===== config.mk =====
export PLATFORM = sky130hd
export DESIGN_NAME = booth_arbiter
export DESIGN_NICKNAME = d
export VERILOG_FILES = /design/src/rtl/booth_arbiter.sv
export SDC_FILE = /design/constraint.sdc
export NUM_CORES = 1
export LEC_CHECK = 0
export ABC_AREA = 1
export CAP_MARGIN = 20
export CORE_MARGIN = 2
export CORE_UTILIZATION = 42
export DETAILED_ROUTE_END_ITERATION = 8
export GPL_ROUTABILITY_DRIVEN = 1
export GPL_TIMING_DRIVEN = 0
export PLACE_DENSITY = 0.81
export SLEW_MARGIN = 5
export SYNTH_ARGS = -nofsm -noshare
export SYNTH_HDL_FRONTEND = slang
export SYNTH_SLANG_ARGS = --single-unit

===== constraint.sdc =====
create_clock -name clk -period 2.3 [get_ports clk]
set_input_delay 0.345 -clock clk [delete_from_list [all_inputs] [get_ports clk]]
set_output_delay 0.345 -clock clk [all_outputs]
set_load 0.01 [all_outputs]

===== src/rtl/booth_arbiter.sv =====
// booth_arbiter: round-robin sharing of one booth_top multiplier among NUM_REQ lanes.
// Optional WAIT-state watchdog is compiled in with `define BOOTH_ARB_TIMEOUT_EN.
module booth_arbiter #(
  parameter int NUM_REQ = 4,
  parameter int W       = 8,
  parameter int TIMEOUT = 64
) (
  input  logic                 clk,
  input  logic                 reset,
  input  logic [NUM_REQ-1:0]   req,
  input  logic [NUM_REQ*W-1:0] a_in,
  input  logic [NUM_REQ*W-1:0] b_in,
  output logic [NUM_REQ-1:0]   gnt,
  output logic [NUM_REQ-1:0]   resp_valid,
  output logic [2*W-1:0]       product_out,
  output logic                 busy,
  output logic                 err,
  output logic                 mul_start,
  output logic [W-1:0]         mul_a,
  output logic [W-1:0]         mul_b,
  input  logic [2*W-1:0]       mul_product,
  input  logic                 mul_done
);
  localparam int PW = (NUM_REQ > 1) ? $clog2(NUM_REQ) : 1;
  localparam logic [PW:0] NR = (PW+1)'(NUM_REQ);

  localparam logic [2:0] S_IDLE  = 3'd0;
  localparam logic [2:0] S_START = 3'd1;
  localparam logic [2:0] S_ARM   = 3'd2;
  localparam logic [2:0] S_WAIT  = 3'd3;
  localparam logic [2:0] S_RESP  = 3'd4;

  if (NUM_REQ < 2 || NUM_REQ > 8 || TIMEOUT < 1) begin : g_bad_param
    $error("booth_arbiter: NUM_REQ must be 2..8 and TIMEOUT >= 1");
  end

  // Handshake: a lane holds req high with stable operands until its one-cycle
  // resp_valid pulse; toward booth_top, mul_start is a one-cycle pulse and the
  // first mul_done seen in WAIT (never in ARM) completes the operation.
  logic [2:0]         state_q, state_d;
  logic [PW-1:0]      ptr_q, ptr_d;
  logic [PW-1:0]      lane_q, lane_d;
  logic [NUM_REQ-1:0] gnt_q, gnt_d;
  logic [NUM_REQ-1:0] resp_q, resp_d;
  logic [2*W-1:0]     prod_q, prod_d;
  logic               start_q, start_d;
  logic [W-1:0]       mul_a_q, mul_a_d;
  logic [W-1:0]       mul_b_q, mul_b_d;

`ifdef BOOTH_ARB_TIMEOUT_EN
  localparam int CW = (TIMEOUT > 127) ? $clog2(TIMEOUT + 1) : 7;
  localparam logic [CW-1:0] TO_LAST = CW'(TIMEOUT - 1);
  logic [CW-1:0] cnt_q, cnt_d;
  logic          err_q, err_d;
`endif

  logic               pick_found;
  logic [PW-1:0]      pick_idx;
  logic [PW:0]        rot;
  logic [PW:0]        lane_inc;
  logic [PW-1:0]      ptr_next;
  logic [NUM_REQ-1:0] pick_oh;
  logic [W-1:0]       a_sel, b_sel;

  // First requesting lane at or after the pointer, wrapping past NUM_REQ-1.
  always_comb begin
    pick_found = 1'b0;
    pick_idx   = '0;
    rot        = '0;
    for (int i = 0; i < NUM_REQ; i++) begin
      rot = {1'b0, ptr_q} + (PW+1)'(i);
      if (rot >= NR) rot = rot - NR;
      if (!pick_found && req[rot[PW-1:0]]) begin
        pick_found = 1'b1;
        pick_idx   = rot[PW-1:0];
      end
    end
  end

  always_comb begin
    pick_oh = '0;
    a_sel   = '0;
    b_sel   = '0;
    for (int i = 0; i < NUM_REQ; i++) begin
      if (pick_idx == PW'(i)) begin
        pick_oh[i] = 1'b1;
        a_sel      = a_in[i*W +: W];
        b_sel      = b_in[i*W +: W];
      end
    end
  end

  always_comb begin
    lane_inc = {1'b0, lane_q} + (PW+1)'(1);
    ptr_next = (lane_inc == NR) ? '0 : lane_inc[PW-1:0];
  end

  always_comb begin
    state_d = state_q;
    ptr_d   = ptr_q;
    lane_d  = lane_q;
    gnt_d   = gnt_q;
    resp_d  = '0;
    start_d = 1'b0;
    prod_d  = prod_q;
    mul_a_d = mul_a_q;
    mul_b_d = mul_b_q;
`ifdef BOOTH_ARB_TIMEOUT_EN
    cnt_d   = cnt_q;
    err_d   = 1'b0;
`endif
    case (state_q)
      S_IDLE: begin
        if (pick_found) begin
          lane_d  = pick_idx;
          gnt_d   = pick_oh;
          mul_a_d = a_sel;
          mul_b_d = b_sel;
          start_d = 1'b1;
          state_d = S_START;
        end
      end
      S_START: state_d = S_ARM;
      S_ARM: begin
        // booth_done may still be high from the previous operation here.
        state_d = S_WAIT;
`ifdef BOOTH_ARB_TIMEOUT_EN
        cnt_d   = '0;
`endif
      end
      S_WAIT: begin
        if (mul_done) begin
          prod_d  = mul_product;
          resp_d  = gnt_q;
          state_d = S_RESP;
        end
`ifdef BOOTH_ARB_TIMEOUT_EN
        else if (cnt_q == TO_LAST) begin
          err_d   = 1'b1;
          gnt_d   = '0;
          mul_a_d = '0;
          mul_b_d = '0;
          ptr_d   = ptr_next;
          state_d = S_IDLE;
        end else begin
          cnt_d = cnt_q + CW'(1);
        end
`endif
      end
      S_RESP: begin
        gnt_d   = '0;
        mul_a_d = '0;
        mul_b_d = '0;
        ptr_d   = ptr_next;
        state_d = S_IDLE;
      end
      default: state_d = S_IDLE;
    endcase
  end

  always_ff @(posedge clk or posedge reset) begin
    if (reset) begin
      state_q <= S_IDLE;
      ptr_q   <= '0;
      lane_q  <= '0;
      gnt_q   <= '0;
      resp_q  <= '0;
      prod_q  <= '0;
      start_q <= 1'b0;
      mul_a_q <= '0;
      mul_b_q <= '0;
`ifdef BOOTH_ARB_TIMEOUT_EN
      cnt_q   <= '0;
      err_q   <= 1'b0;
`endif
    end else begin
      state_q <= state_d;
      ptr_q   <= ptr_d;
      lane_q  <= lane_d;
      gnt_q   <= gnt_d;
      resp_q  <= resp_d;
      prod_q  <= prod_d;
      start_q <= start_d;
      mul_a_q <= mul_a_d;
      mul_b_q <= mul_b_d;
`ifdef BOOTH_ARB_TIMEOUT_EN
      cnt_q   <= cnt_d;
      err_q   <= err_d;
`endif
    end
  end

  assign gnt         = gnt_q;
  assign resp_valid  = resp_q;
  assign product_out = prod_q;
  assign busy        = (state_q != S_IDLE);
  assign mul_start   = start_q;
  assign mul_a       = mul_a_q;
  assign mul_b       = mul_b_q;
`ifdef BOOTH_ARB_TIMEOUT_EN
  assign err         = err_q;
`else
  assign err         = 1'b0;
`endif

endmodule


**Word-level counts from Yosys, hierarchy flattened**

Index checks and enable logic that the tools add are counted.

- ROM bits: 0
- Memory bits (writable): 0
- Register bits: 48
- Bits in latches: 0
- Bits of input ports: 87
- Output and inout bits: 43
- Memories: 0

- Shifts and indexed selects: 0
- Eq/ne operators: 10
- Reduce and logical (&&, ||, !) cells: 14
- Order comparisons: 8
- Multipliers: 0
- Multiplexer cells: 46
- Bitwise operators: 0
- Div/mod/pow operators: 0
- Add/sub/neg operators: 8

Operator list:

| kind | number |
|---|---|
| $mux 8 | 10 |
| $pmux 8 s2 | 2 |
| $mux 2 | 9 |
| $mux 1 | 14 |
| $lt 2x3->1 const B | 4 |
| $mux 4 | 3 |
| $pmux 3 s4 | 1 |
| $ge 3x3->1 const B | 3 |
| $bmux 1 s2 | 4 |
| $pmux 4 s2 | 1 |
| $reduce_and 2->1 | 4 |
| $sub 2x1->2 const B | 4 |
| $add 2x1->3 const B | 2 |
| $add 2x2->3 const B | 2 |
| $eq 3x2->1 const B | 2 |
| $eq 3x3->1 const B | 2 |
| $mux 3 | 2 |
| $eq 2x2->1 const B | 2 |
| $ne 2x2->1 const B | 2 |
| $eq 3x1->1 const B | 1 |
| $ge 2x3->1 const B | 1 |
| $logic_and 1x1->1 | 3 |
| $logic_not 1->1 | 3 |
| $logic_not 3->1 | 1 |
| 4 further kinds | 4 |

**Logic depth before layout (Yosys ltp)**

- Depth after elaboration: 21
- Mapped depth: 17
- Mapped depth without buffers: 16

**Worst setup path before layout**

OpenSTA, ideal clock, no wires.

- Path kind: register to register
- From: register ptr_q[0]
- To: register mul_a_q[3], in the netlist mul_a[3]
- Arrival time: 1,726 ps
- Clock period less this slack: 1,842 ps
- Setup slack: 458 ps
- Buffers on the path: 3
- Data required time: 2,184 ps
- Stages on the path, launching flop included: 18
- Path through: dfrtp_1 buf_6 nand2_1 nand2_2 nand2_1 nand2_2 nor2_4 nand3_2 nand3_2 nand2_4 buf_6 buf_12 nand3_1 nand3_1 nand2_1 nand2_1 nand2_1 nand2_1

- Word-level cells in the longest chain between the ends: 21

RTL lines:

| item | RTL line | RTL |
|---|---|---|
| from (decl) | 41 | `logic [PW-1:0] ptr_q, ptr_d;` |
| from (signal assigned) | 178 | `ptr_q <= ptr_d;` |
| parallel branches: the longest is 21 deep, another holds $add 2x1->3 | -- |  |
| to (signal assigned) | 184 | `mul_a_q <= mul_a_d;` |
| to (decl) | 47 | `logic [W-1:0] mul_a_q, mul_a_d;` |

Parallel ways; which one is timed is not known. The select of a mux whose other input is x is not followed.
A chain may end at the register's enable or synchronous reset.

**Final worst setup path**

- From: register ptr_q[0]
- To: register mul_a_q[6], in the netlist mul_a[6]

Same word-level chain as after synthesis.

==> run metrics <==
vias in the first global route 3,001; RSZ-0062 raised after global routing true; max_cap viols 0; Slew Limit Fails 0; Worst R2R Path Depth 17; ratio of final minimum period to clock period 0.9290; cell row count 29; Tot GR Track Use 0.2307; top cell type's share of synthesized area 0.4305; Mapped Cells 377; Post-synth EDFFs 0; Critical-path top delay cell dfrtp_1; largest net degree at the start of global routing 37; FFs w/ async S/R, synth 1.000; Tot Pwr 6555 uW; Setup crit end kind register; WHS 0.2965 ns; ys flop type dfrtp_1; post-detail-place hpwl 6.543 mm; main area contributors after synthesis dfrtp_1 (43%), nand2_1 (21%), inv_1 (5.0%); Core Region 0.006386 sq mm; Worst EP arrival 2.33 ns; Layout area overhead 56.23%; share of layout cells above drive strength 1 0.1180; routed wire length per instance 14.07 microns; pre-CTS setup slack -0.1052 ns; GR Util met3 0.04042; initial core utilization 0.4369; cell with the most instances after synthesis nand2_1; synth unique cells 35; Mapped Nets 465; CP Class reg2reg; setup slack, reg-to-reg 0.16 ns; CTS tree done; total wire length 8.360 mm; die height 85.51 microns; Final #Nets 604; final clock skew 0.008474 ns; First DRT Iteration DRCs 124; die area 0.007311 sq mm; Post-synth top cells nand2_1 (155), dfrtp_1 (48), inv_1 (37); vias 2,903; min cycle time layout 2.137 ns; run status completed; # setup viols final 0; met2 GRT Util 0.3949; CTS sink count 48; post-route ant nets 0; Fin. Hold Viols 0; post-synth top area cell dfrtp_1; crit path launch ptr_q[0]; Synth Cell Area 0.002790 sq mm; Most common cell on crit path nand2_1; PortBufs 128; Mapped Avg Cell Area 7.401 sq um; initial antenna violation count 0; R2R Path Start ptr_q[0]; fmax 0.4680 GHz; drt pass-1 iters 4; grt ovf 0; Die Wd 85.51 microns; Worst Hold Class in2async; H-tree depth 2; Max VDD drop 0.7967 mV; grt met1 use 0.2750; startpoint types register; power per cell area 1504 mW/mm^2; Final WS setup 0.1634 ns; number of synthesized register bits 48; Seq/Total Area, Yosys 0.4305; max incr delay on CP 0.42 ns; crit-path cells buf_6 > nand2_1 > nand2_1 > nand2_2 > nand2_2 > nor2_4 > nand3_2 > nand3_4 > nand2_4 > buf_6 > buf_12 > nand3_1 > nand3_1 > nand2_1 > nand2_1 > nand2_1 > nand2_1; first-pass GRT wire length 13.48 mm; # IOs 130; CP Max Fanout 10; worst r2r dst mul_a[6]; Most Crowded Layer GR met2; CTS Buf Count 5; Via density 4.887; Bufs on Longest Clock Path 2; Crit path required time 2.49 ns; Root Buffer clkbuf_8; Clock Latency Late Sink 0.30 ns; clock-pin slew on the worst setup and hold paths 0.10 ns; n_diodes 0; Leakage 0.002167 uW; DRC 0; gpl congestion 0.8395; Yosys warnings 0
-- worst max-delay path by stage --
stage          slack (ns)  cells after the start       end
6_report             0.16                     17  mul_a[6]
5_1_grt            -0.007                     17  mul_a[6]
4_1_cts              0.13                     13  mul_a[3]
3_5_place_dp        -0.11                     13  mul_a[3]
3_3_place_gp        -0.07                      2  mul_a[2]
2_1_floorplan        0.46                     17  mul_a[3]
-- cell families (layout without fill, tap and decap cells) --
logic type / after synthesis / in the layout / share of synthesized area
compound gates: 38 / 38 / 0.07758
fa+ha+maj: 1 / 1 / 0.004484
buf+inv: 56 / 196 / 0.1018
flops: 48 / 48 / 0.4305
other cells: 1 / 1 / 0.001344
simple gates: 233 / 233 / 0.3843
-- final cells by class --
type                       instances  area [sq um]
inverter                          42         163.9
sequential                        48          1201
clock buffer                       5         68.82
multi-input combinational        273          1335
fill                             530          2027
tap                               77         96.34
clock inverter                     3         46.29
timing repair buffer             132          1324
buffer                            14         123.9
-- report_power, final --
part,internal (uW),leakage (uW),switching (uW)
clock network,328,0.0000548,290
logic,1910,0.00150,2600
registers,1220,0.000609,210
total,3450,0.00217,3100
-- per-layer routing --
| metal | vias to the layer above | share of wire |
|---|---|---|
| met3 | 26 | 0.055 |
| li1 | 1445 | - |
| met1 | 1336 | 0.40 |
| met4 | 0 | 0.042 |
| met5 | - | 0 |
| met2 | 96 | 0.50 |
-- cell usage in the layout (no fill, tap or decap), drive strengths merged, types with 3 or more instances in the layout --
master / instances
clkdlybuf4s50: 128
nor2: 19
clkbuf: 5
inv: 42
or2: 12
buf: 18
nand2: 167
nand3: 29
nand3b: 3
o22ai: 5
dfrtp: 48
o21ai: 27
-- stage by stage --
step                      instance area, sq um  cells    TNS, ns    util
after floorplan                           2790    377          0       -
after global placement                    4168    582     -3.628  0.6526
after detailed placement                  4188    583     -1.276  0.6558
after CTS                                 4303    591          0  0.6738
after global routing                      4359    594  -0.007235  0.6826
final                                     4359    594          0  0.6826
-- sequential cells by signal (all words and copies together), names as in the netlist --
name	cells
product_out	16
mul_a	8
mul_b	8
gnt	4
resp_valid	4
state_q	3
lane_q	2
ptr_q	2
mul_start	1
-- worst max-delay path, delay by kind of cell (launching register included) --
family	cells	cell delay [ns]
buffers and inverters	3	0.47
flip-flops	1	0.42
AND/OR/NAND/NOR	14	1.14
-- repair_timing --
item | 4_1_cts | 5_1_grt
hold buffers | 0 | 0
resized for setup | 0 | 7
setup buffers | 0 | 3
endpoints found under the setup margin | 0 | 22
Power figures use the tool's default switching activity.
